**config.mk**
```make
export PLATFORM = sky130hd
export DESIGN_NAME = hwag_spi_tx_data_frame
export DESIGN_NICKNAME = d
export VERILOG_FILES = /design/src/rtl/hwag_spi_tx_data_frame.sv
export SDC_FILE = /design/constraint.sdc
export NUM_CORES = 1
export LEC_CHECK = 0
export CORE_MARGIN = 8
export CORE_UTILIZATION = 50
export CTS_BUF_LIST = sky130_fd_sc_hd__clkbuf_8
export DETAILED_ROUTE_END_ITERATION = 8
export DONT_BUFFER_PORTS = 1
export GPL_TIMING_DRIVEN = 0
export HOLD_SLACK_MARGIN = 0.15
export PLACE_DENSITY_LB_ADDON = 0.08
export SYNTH_ARGS = -nofsm -noshare
export SYNTH_HDL_FRONTEND = slang
export SYNTH_SLANG_ARGS = --single-unit
```
**constraint.sdc**
```tcl
create_clock -name clk -period 8.7 [get_ports clk]
set_clock_uncertainty 0.15 [all_clocks]
set_input_delay 1.305 -clock clk [delete_from_list [all_inputs] [get_ports clk]]
set_output_delay 1.305 -clock clk [all_outputs]
set_load 0.01 [all_outputs]
```
**src/rtl/hwag_spi_tx_data_frame.sv**
```systemverilog
// hwag_spi_tx_data_frame
//   Transmit-side framer for the HWAG SPI slave. After every request frame it
//   builds the 7-byte response [STAT]:[ADDR]:[DATA32]:[CRC8]. The response is
//   presented byte by byte on spi_slave's bus_in during the next SPI
//   transaction, which gives one transaction of latency.
//
// Ports
//   clk, nrst      system clock, asynchronous active-low reset
//   spi_ss         slave select (active low), already synchronised to clk
//   frame_done     1-clk pulse when a request frame ends; qualifies
//                  frame_crc_ok, frame_cmd and frame_addr
//   spi_tx         1-clk pulse when spi_slave latches tx_byte into its shifter
//   rd_strb/rd_addr  read strobe and address to the register mux
//   rd_data        register data, valid the cycle after rd_strb
//   tx_byte        byte presented to spi_slave bus_in
//   frame_armed    a built response waits for the next transaction
module hwag_spi_tx_data_frame #(
  parameter logic [7:0] RD_CMD   = 8'h01,
  parameter logic [7:0] CRC_POLY = 8'h07
) (
  input  logic        clk,
  input  logic        nrst,
  input  logic        spi_ss,
  input  logic        frame_done,
  input  logic        frame_crc_ok,
  input  logic [7:0]  frame_cmd,
  input  logic [7:0]  frame_addr,
  input  logic        spi_tx,
  output logic        rd_strb,
  output logic [7:0]  rd_addr,
  input  logic [31:0] rd_data,
  output logic [7:0]  tx_byte,
  output logic        frame_armed
);

  typedef enum logic [2:0] {IDLE, FETCH, CAPTURE, CRC, READY, SEND} state_t;

  state_t      r_state, w_state_nxt;
  logic        r_ss_d;
  logic        r_crc_ok;
  logic [7:0]  r_cmd, r_addr, r_stat, r_crc;
  logic [31:0] r_data;
  logic [2:0]  r_idx;
  logic        w_ss_fall, w_ss_rise, w_fd_take;
  logic [7:0]  w_sel_byte;

  // One CRC-8 byte step (MSB first, init/xorout handled by the caller).
  function automatic logic [7:0] crc8_byte(input logic [7:0] c, input logic [7:0] d);
    logic [7:0] r;
    r = c ^ d;
    for (int i = 0; i < 8; i++) r = r[7] ? ((r << 1) ^ CRC_POLY) : (r << 1);
    return r;
  endfunction

  assign w_ss_fall = r_ss_d & ~spi_ss;
  assign w_ss_rise = ~r_ss_d & spi_ss;
  // While the response goes out, a frame_done is honoured only together with
  // the ss rise that ends the transaction. A pulse with ss still low is
  // treated as a glitch.
  assign w_fd_take = frame_done & ((r_state != SEND) | w_ss_rise);

  // The byte index selects the CRC input while building and the outgoing
  // byte while sending. Index 7 means the frame is exhausted.
  always_comb begin
    w_sel_byte = 8'h00;
    case (r_idx)
      3'd0: w_sel_byte = r_stat;
      3'd1: w_sel_byte = r_addr;
      3'd2: w_sel_byte = r_data[31:24];
      3'd3: w_sel_byte = r_data[23:16];
      3'd4: w_sel_byte = r_data[15:8];
      3'd5: w_sel_byte = r_data[7:0];
      3'd6: w_sel_byte = r_crc;
      default: w_sel_byte = 8'h00;
    endcase
  end

  always_ff @(posedge clk or negedge nrst) begin
    if (!nrst) r_state <= IDLE;
    else       r_state <= w_state_nxt;
  end

  always_comb begin
    w_state_nxt = r_state;
    if (w_fd_take) w_state_nxt = FETCH;
    else begin
      case (r_state)
        FETCH:   w_state_nxt = CAPTURE;
        CAPTURE: w_state_nxt = CRC;
        CRC:     if (r_idx == 3'd5) w_state_nxt = READY;
        READY:   if (w_ss_fall) w_state_nxt = SEND;
        SEND:    if (w_ss_rise) w_state_nxt = IDLE;
        default: w_state_nxt = r_state;
      endcase
    end
  end

  always_ff @(posedge clk or negedge nrst) begin
    if (!nrst) begin
      r_ss_d   <= 1'b1;
      r_crc_ok <= 1'b0;
      r_cmd    <= 8'h00;
      r_addr   <= 8'h00;
      r_stat   <= 8'h00;
      r_data   <= 32'h0;
      r_crc    <= 8'h00;
      r_idx    <= 3'd0;
    end else begin
      r_ss_d <= spi_ss;
      if (w_fd_take) begin
        r_crc_ok <= frame_crc_ok;
        r_cmd    <= frame_cmd;
        r_addr   <= frame_addr;
        r_idx    <= 3'd0;
      end else begin
        case (r_state)
          CAPTURE: begin
            if (!r_crc_ok) begin
              r_stat <= 8'hFF;
              r_data <= 32'h0;
            end else if (r_cmd == RD_CMD) begin
              r_stat <= r_cmd;
              r_data <= rd_data;
            end else begin
              r_stat <= r_cmd | 8'h80;
              r_data <= 32'h0;
            end
            r_crc <= 8'h00;
            r_idx <= 3'd0;
          end
          CRC: begin
            r_crc <= crc8_byte(r_crc, w_sel_byte);
            r_idx <= (r_idx == 3'd5) ? 3'd0 : r_idx + 3'd1;
          end
          SEND: begin
            if (w_ss_rise)                   r_idx <= 3'd0;
            else if (spi_tx && r_idx != 3'd7) r_idx <= r_idx + 3'd1;
          end
          default: ;
        endcase
      end
    end
  end

  assign rd_strb     = (r_state == FETCH);
  assign rd_addr     = r_addr;
  assign frame_armed = (r_state == READY) | (r_state == SEND);

  // STAT is driven in the same cycle as the arming ss fall, so spi_slave
  // can load it before the first SCK. Outside of an armed transaction the
  // bus carries zeros.
  always_comb begin
    tx_byte = 8'h00;
    if (r_state == SEND)                                    tx_byte = w_sel_byte;
    else if (r_state == READY && w_ss_fall && !frame_done) tx_byte = r_stat;
  end

endmodule

```
==> results.json <==
{
  "crit_type": "reg -> out",
  "final_design_area_no_fill_um2": 4080,
  "cts_tree": "yes",
  "cts_setup_buffers": 0,
  "synth_nets": 419,
  "path_cells": "buf_2, buf_2, buf_2, inv_1, ha_1, buf_6, a32o_1, or2_1, nor2_1, o21ai_0",
  "grt_pass1_vias": 2840,
  "synthArstFlopShare": 1.000,
  "ant_nets": 0,
  "dpl_cell_area_um2": 3901,
  "clock_latency_ps": 350,
  "max_slew_margin": 0.5583,
  "p_int_uw": 603.7,
  "crit_required_ps": 7240,
  "numPortBuffers": 0,
  "seq_area_frac_synth": 0.4773,
  "period_share": 0.5406,
  "syn_avg_cell_area_um2": 10.52,
  "p_comb_frac": 0.277,
  "root_buffer": "clkbuf_8",
  "start_util": 0.5180,
  "p_leak_uw": 0.001772,
  "core_um2": 7292,
  "h-tree-depth": 3,
  "status": "finished clean",
  "n_fill_cell": 679,
  "holdBufCountCts": 0,
  "max_freq_mhz": 212.6,
  "crit_path_frequent_cell": "buf_2",
  "finalHoldViolCount": 0,
  "fin_nets": 430,
  "hold_path_class": "reg -> reg",
  "first_pass_iters": 4,
  "mostFrequentLayoutCells": "dfrtp_1 (71), a22o_1 (36), nand2_1 (25)",
  "slew_violations": 0,
  "drc_errors": 0,
  "ir_drop_v": 0.0001489,
  "clock_path_buffers": 2,
  "p_switching_uw": 302.9,
  "seqPwrFrac": 0.453,
  "synth_seq_cells": 72,
  "via_count": 2833,
  "timing.setup.tns_ps": 0,
  "worst_pin_slew_ps": 660.1,
  "grtUsageTotal": 0.1981,
  "critPathSlowestCell": "dfrtp_1",
  "clkSinkCount": 72,
  "yosysUniqueCellTypes": 51,
  "yosysWarnings": 0,
  "p_clk_frac": 0.270,
  "cts-resized-gates": 0,
  "setup_viol": 0,
  "grt_pass1_wl_um": 15810,
  "routed_wirelength_um": 9934,
  "wl_per_cell_um": 20.96,
  "first_iter_violations": 197,
  "io_pins": 72,
  "grt_overflow_total": 0,
  "rsz0062_at_grt": "no",
  "synth_area_um2": 3777,
  "grt_max_degree": 73,
  "crit_family": "buffers and inverters",
  "diodes": 0,
  "antenna_found_initial": 0,
  "numCtsBuffers": 9,
  "synth_cells": 359,
  "rrSetupSlack_ps": 4680,
  "drive_above_1_share": 0.1467,
  "synthFlopType": "dfrtp_1",
  "max_cap_viol_count": 0,
  "critPathCaptureType": "output pin",
  "startpoint_type": "flip-flop",
  "dp_hpwl_um": 7361,
  "viasPerCell": 5.977,
  "cpPeakStageDelay_ps": 440,
  "die_y_um": 102.9,
  "arrival_ps": 3250,
  "syn_to_final_growth_pct": 8.016,
  "final_common_cell": "dfrtp_1",
  "rows": 31,
  "die_x_um": 102.9,
  "p_per_area_nw_per_um2": 222.2,
  "die_area_um2": 10590,
  "crit_path_max_fanout": 10,
  "crit_buf_inv": 5,
  "period_needed_ps": 4703,
  "synth_edf_count": 0,
  "place_congestion": 0.8827,
  "p_sw_frac": 0.3341,
  "clk_pin_slew_ps": 90
}
## power by group through the flow
stage	logic, uW	registers (uW)	clock network, uW
CTS	250	410	251
finish	251	411	245
floorplan	214	402	0
global route	281	416	265
global placement	245	416	0
detailed placement	249	416	0
## final timing paths
path	startpoint	end	depth (start not counted)
min	r_data[4]	r_data[4]	1
min in group asynchronous	nrst	r_idx[1]	0
max in group asynchronous	nrst	r_ss_d	0
min reg2reg	r_data[4]	r_data[4]	1
max	r_idx[2]	tx_byte[6]	10
max reg2reg	r_idx[2]	r_crc[2]	13
## cell families (layout without fill, tap and decap cells)
family | after synthesis | in the layout | synth area share
buffers and inverters | 40 | 56 | 0.04538
adders and majority gates | 7 | 7 | 0.02252
muxes | 30 | 30 | 0.08745
AOI/OAI and AO/OA | 113 | 113 | 0.2239
and+or+nand+nor | 86 | 86 | 0.1106
DFF | 72 | 72 | 0.4773
xor gates and xnor gates | 11 | 11 | 0.03279
## synth_stat cells (2+ instances only)
cell type / n / area, um2
xor2_1: 2 / 17.52
a22o_1: 36 / 315.3
mux2_2: 24 / 270.3
buf_6: 2 / 22.52
a32o_1: 3 / 30.03
mux2i_1: 6 / 60.06
xnor2_1: 7 / 61.31
nor3_1: 5 / 25.02
nand2_1: 25 / 93.84
inv_1: 14 / 52.55
a32oi_1: 3 / 26.28
ha_1: 6 / 75.07
a31oi_1: 10 / 62.56
a22oi_1: 7 / 52.55
a22o_2: 2 / 20.02
o22ai_1: 3 / 18.77
or3_1: 5 / 31.28
a21oi_1: 8 / 40.04
nor2b_1: 4 / 25.02
nand2b_1: 5 / 31.28
a221oi_1: 3 / 26.28
o21a_1: 2 / 15.01
and3_1: 3 / 18.77
dfrtp_1: 71 / 1777
xnor3_1: 2 / 45.04
and2_1: 3 / 18.77
o21ai_0: 20 / 100.1
nor2_1: 21 / 78.83
nand3_1: 4 / 20.02
a21o_1: 3 / 22.52
buf_2: 5 / 25.02
a211o_1: 3 / 26.28
o211ai_1: 4 / 30.03
clkbuf_1: 19 / 71.32
or2_2: 3 / 18.77
## sequential cells by signal (all words and copies together) (netlist names)
name,flops
r_crc_ok,1
r_idx,3
r_crc,8
r_data,32
rd_addr,8
r_state,3
r_cmd,8
r_ss_d,1
r_stat,8
## per-stage QoR
step / util / setup WS [ps] / hold WS (ps) / std cells / total power (uW)
after global placement: 0.5350 / 4383 / 335.7 / 458 / 661.7
after detailed placement: 0.5350 / 4378 / 340.5 / 458 / 665.2
after floorplan: - / 4960 / 315.5 / 359 / 616.9
final: 0.5595 / 3997 / 358.4 / 474 / 906.7
after CTS: 0.5595 / 3989 / 363.2 / 474 / 910.7
after global routing: 0.5595 / 3853 / 374.9 / 474 / 961.3
## area by class of cell
| class | count | area [um2] | share of cell area |
|---|---|---|---|
| Sequential cell | 72 | 1803 | 0.4419 |
| Multi-Input combinational cell | 247 | 1803 | 0.4419 |
| Tap cell | 99 | 123.9 | 0.03036 |
| Inverter | 14 | 52.55 | 0.01288 |
| Clock inverter | 7 | 55.05 | 0.01349 |
| Buffer | 26 | 118.9 | 0.02913 |
| Clock buffer | 9 | 123.9 | 0.03036 |
## routing by layer
layer	routed length, um	up-vias	global-route usage
li1	-	1352	-
met4	170	0	0.06897
met1	4565	1383	0.2673
met3	605	14	0.05739
met2	4593	84	0.2958
met5	0	-	0
## worst register-to-register path, stage by stage (launching register included)
cell and delay [ps]:
dfrtp_1 440, buf_2 300, buf_2 310, buf_2 330, inv_1 100, ha_1 220
buf_6 140, a32o_1 220, or2_1 240, o32a_1 340, a221oi_2 350, xnor3_1 470
or2_0 220, mux2i_1 130
Note: power is estimated with default switching activity, not from simulation.
==> RTL edit 1: new RTL, config.mk and constraints unchanged <==
Register the input `frame_cmd` before use. The logic sees it one clock later. The other inputs are not delayed to match.
--- a/src/rtl/hwag_spi_tx_data_frame.sv
+++ b/src/rtl/hwag_spi_tx_data_frame.sv
@@ -34,6 +34,12 @@
 );
 
   typedef enum logic [2:0] {IDLE, FETCH, CAPTURE, CRC, READY, SEND} state_t;
+
+  logic [7:0] frame_cmd_q;
+
+  always_ff @(posedge clk) begin
+    frame_cmd_q <= frame_cmd;
+  end
 
   state_t      r_state, w_state_nxt;
   logic        r_ss_d;
@@ -109,7 +115,7 @@
       r_ss_d <= spi_ss;
       if (w_fd_take) begin
         r_crc_ok <= frame_crc_ok;
-        r_cmd    <= frame_cmd;
+        r_cmd    <= frame_cmd_q;
         r_addr   <= frame_addr;
         r_idx    <= 3'd0;
       end else begin
Check against the original RTL: not equivalent (Yosys sat finds a counterexample within 10 cycles, from zero or initial values and one cycle with nrst low).
==> RTL edit 1 against the original RTL <==
Area after synthesis rose by 7.5%. Routed wire length rose by 6.4%. Count of clock-buffer cells in the layout rose by 1. Design area rose by 7.5%. Setup slack improved by 310 ps. First-iteration DRC count fell by 25%. Sequential cell count rose by 8. Critical endpoint is now tx_byte[1]. Largest cell class unchanged. Highest routed layer unchanged.
Power is not compared: it rests on default switching activity, and its combinational part moved more than twofold at a synthesized area within 25%.
==> RTL edit 1: results (changes against the original RTL) <==
Top cells by count, synth: dfrtp_1, a22o_1, nand2_1 (unchanged). The run finished with clean final reports. The transition time of the tightest slew-check pin was 1202 ps (was 660.1 ps); the detailed-placement wirelength estimate was 7.909 mm (was 7.361 mm).

The logs give 436 (was 419) for the number of nets produced by synthesis and 256 (was 247) for the count of multi-input combinational gates. The total via count in the routed design was 3,051 (was 2,833). Kind of cell with the highest combined delay on the critical path: simple AND/OR/NAND/NOR gates (was buffers and inverters). The met2 global-route usage came out at 0.2819 (was 0.2958). The number of optimization iterations in the first detailed-route pass is 5 (was 4), and the fraction of area in multi-input gates is 0.4324 (was 0.4419). The register share of the cell area came out at 0.4475 (was 0.4419). The run gives 768 (was 679) as the fill cell total of the finished layout. The wire length of the first global-routing pass was 16.66 mm (was 15.81 mm); the met2 wire length was 4.757 mm (was 4.593 mm). The detailed-route wire length on metal 1 was 4.921 mm (was 4.565 mm); the met3 usage was 0.04779 (was 0.05739). The via count of the first global-routing pass was 2,994 (was 2,840).

The part of the Yosys area used for sequential elements is 0.4835 (was 0.4773). The biggest cell delay along the critical path is 1050 ps (was 440 ps). For the met1 capacity usage during global routing, the log shows 0.2640 (was 0.2673). The fraction of area in non-clock buffers is 0.03366 (was 0.02913). Most area-consuming cells after synthesis: dfrtp_1, a22o_1, mux2_2 (unchanged). The share of flip-flops with an asynchronous set or reset after synthesis was 0.9000 (was 1.000). The routed wirelength normalized by instance count is 21.26 um (was 20.96 um).
-- RTL edit 1: stage by stage --
stage	util	hold slack [ps]	cell area [um2]	instances	total power, uW
final	0.5448	316.1	4387	497	1356
after CTS	0.5448	320.2	4387	497	1357
after floorplan	-	290.0	4060	376	945.9
after detailed placement	0.5206	298.2	4192	481	1079
after global routing	0.5448	332.2	4387	497	1436
after global placement	0.5206	292.1	4192	481	1063
-- RTL edit 1: worst paths after layout --
| path | startpoint | endpoint | slack (ps) | cells past startpoint |
|---|---|---|---|---|
| max | frame_done | tx_byte[1] | 4300 | 3 |
| min | frame_cmd_q[3] | r_cmd[3] | 320 | 1 |
| max reg2reg | r_idx[0] | r_crc[5] | 5700 | 10 |
| min reg2reg | frame_cmd_q[3] | r_cmd[3] | 320 | 1 |
| max in group asynchronous | nrst | r_ss_d | 7740 | 0 |
| min in group asynchronous | nrst | r_crc[1] | 480 | 0 |
-- RTL edit 1: worst register-to-register path, cell delays in order (launching register included) --
cell and delay, ps:
dfrtp_1 450, ha_1 250, ha_1 170, buf_2 200, a32oi_1 280, o21a_1 210, mux2_1 360, and3_1 200
or3_1 330, a21oi_1 170, a2bb2oi_1 170
-- RTL edit 1: report_power, final --
part / leakage [uW] / switching, uW / internal, uW
sequential: 0.000987 / 69.4 / 427
clock: 0.000102 / 155 / 119
combinational: 0.000801 / 332 / 254
total: 0.00189 / 557 / 800
-- RTL edit 1: cell families after synthesis --
kind of cell / after synthesis / synth area share
AOI/OAI and AO/OA: 118 / 0.2336
and+or+nand+nor: 94 / 0.1140
DFF: 80 / 0.4835
buffers and inverters: 40 / 0.04930
muxes: 30 / 0.08043
xor gates and xnor gates: 8 / 0.02065
adders and majority gates: 6 / 0.01849
==> RTL edit 2: new RTL, same flow settings <==
Without the edit above. Re-encode `state_t` (6 states) as one-hot, 6 bits wide.
--- a/src/rtl/hwag_spi_tx_data_frame.sv
+++ b/src/rtl/hwag_spi_tx_data_frame.sv
@@ -33,7 +33,7 @@
   output logic        frame_armed
 );
 
-  typedef enum logic [2:0] {IDLE, FETCH, CAPTURE, CRC, READY, SEND} state_t;
+  typedef enum logic [5:0] {IDLE = 6'b000001, FETCH = 6'b000010, CAPTURE = 6'b000100, CRC = 6'b001000, READY = 6'b010000, SEND = 6'b100000} state_t;
 
   state_t      r_state, w_state_nxt;
   logic        r_ss_d;
Behaviour: no difference found for any inputs over 10 cycles, from zero or initial values and one cycle with nrst low; not proved beyond that.
==> RTL edit 2 against the original RTL <==
First-iteration DRC count shrank 17%. Maximum frequency grew 9.2%. Power up 22%. Routed wire length grew 3.9%. Sequential cell count up 3. Via count increased by 5.0%. Setup slack better by 400 ps. Area after synthesis about the same. Final cell count is 5.1% higher. Combinational power is 62% higher. Design area rose by 0.21%. Hold slack worse by 28 ps. Largest power group unchanged.
==> RTL edit 2: results (changes against the original RTL) <==
The total via count in the routed design is 2,975 (was 2,833). The number of distinct standard cells referenced by the synthesized netlist is 47 (was 51), and the worst setup timing slack at the placement stage is 4604 ps (was 4378 ps). The number of nets produced by synthesis was 443 (was 419); the standby leakage power was 0.001911 uW (was 0.001772 uW). The number of non-filler instances in the completed layout was 498 (was 474); the worst hold path cell count was 2 (was 1). For the detailed-placement wirelength estimate, the log shows 7.766 mm (was 7.361 mm). The wire length of the first global-routing pass was 16.35 mm (was 15.81 mm). The worst-case reg-to-reg path depth was 10 (was 13); the highest fanout seen on the critical path was 8 (was 10). Post-synthesis area per instance: 9.866 um2 (was 10.52 um2).

Top cells by count, synth: nand2_1, dfrtp_1, a22o_1 (was dfrtp_1, a22o_1, nand2_1). The pin count of the biggest net entering global routing was 76 (was 73). The flow ran to the end, and the final reports show no timing, DRC or antenna violations.

Share of cells above drive strength 1: 0.08271 (was 0.1467). The area share of xor/xnor cells in the synthesized design is 0.05828 (was 0.03279), and the biggest cell delay along the critical path is 850 ps (was 440 ps). The synthesized-area fraction occupied by ao, oa, aoi and oai cells came out at 0.2146 (was 0.2239). The endpoint of the lowest-slack register-to-register path was r_crc[3] (was r_crc[2]).

The worst hold slack was 330.6 ps (was 358.4 ps). The run gives 164 (was 197) as the number of DRC markers in iteration 0. The run gives 3,051 (was 2,840) as the via count of the first global-routing pass. For the total instance count after detailed placement, the log shows 482 (was 458). The tools report the launch point of the worst reg-to-reg path as r_idx[0] (was r_idx[2]).
## RTL edit 2: cell count changes in the layout (fill, tap and decap cells not counted), sizes merged, moves of 7 or more
cell	change
a31oi	-10
nand2	+56
mux2	-17
nor2	-8
a21oi	+7
o21ai	+8
## RTL edit 2: cells by family after synthesis
family	count (synthesis)
flops	75
compound gates	110
mux	9
buf+inv	33
simple gates	129
xor+xnor	21
fa+ha+maj	6
## RTL edit 2: per-layer routing
metal  track usage  up-vias  part of all wire
li1              -     1381                 -
met1        0.2588     1441              0.43
met2        0.3285      124              0.45
met3       0.05874       29             0.087
met4       0.07786        0             0.032
met5             0        -                 0
## RTL edit 2: layout make-up
class / instances / area, um2
fill: 696 / 3203
sequential: 75 / 1879
multi-input combinational: 275 / 1772
clock buffer: 10 / 137.6
tap: 99 / 123.9
buffer: 23 / 90.09
clock inverter: 6 / 48.80
inverter: 10 / 37.54
## RTL edit 2: power by group through the flow
stage	combinational (uW)	clock, uW	sequential, uW
final	406	250	450
after global routing	446	271	457
after CTS	403	257	450
after detailed placement	401	0	456
after global placement	393	0	455
after floorplan	329	0	435
## RTL edit 2: worst max-delay path by stage
stage	start	to	slack [ps]	cells past startpoint
final	r_state[3]	tx_byte[5]	4390	6
after global routing	r_state[3]	tx_byte[6]	4070	7
after CTS	r_state[3]	tx_byte[5]	4370	6
after detailed placement	spi_ss	tx_byte[5]	4600	3
after global placement	spi_ss	tx_byte[0]	4620	3
after floorplan	spi_ss	tx_byte[0]	5050	3
## RTL edit 2: worst max-delay path: cells and delay by family (launching register included)
kind,cells,cell delay (ps)
and+or+nand+nor,4,1600
DFF,1,370
AOI/OAI and AO/OA,1,350
buffers and inverters,1,180
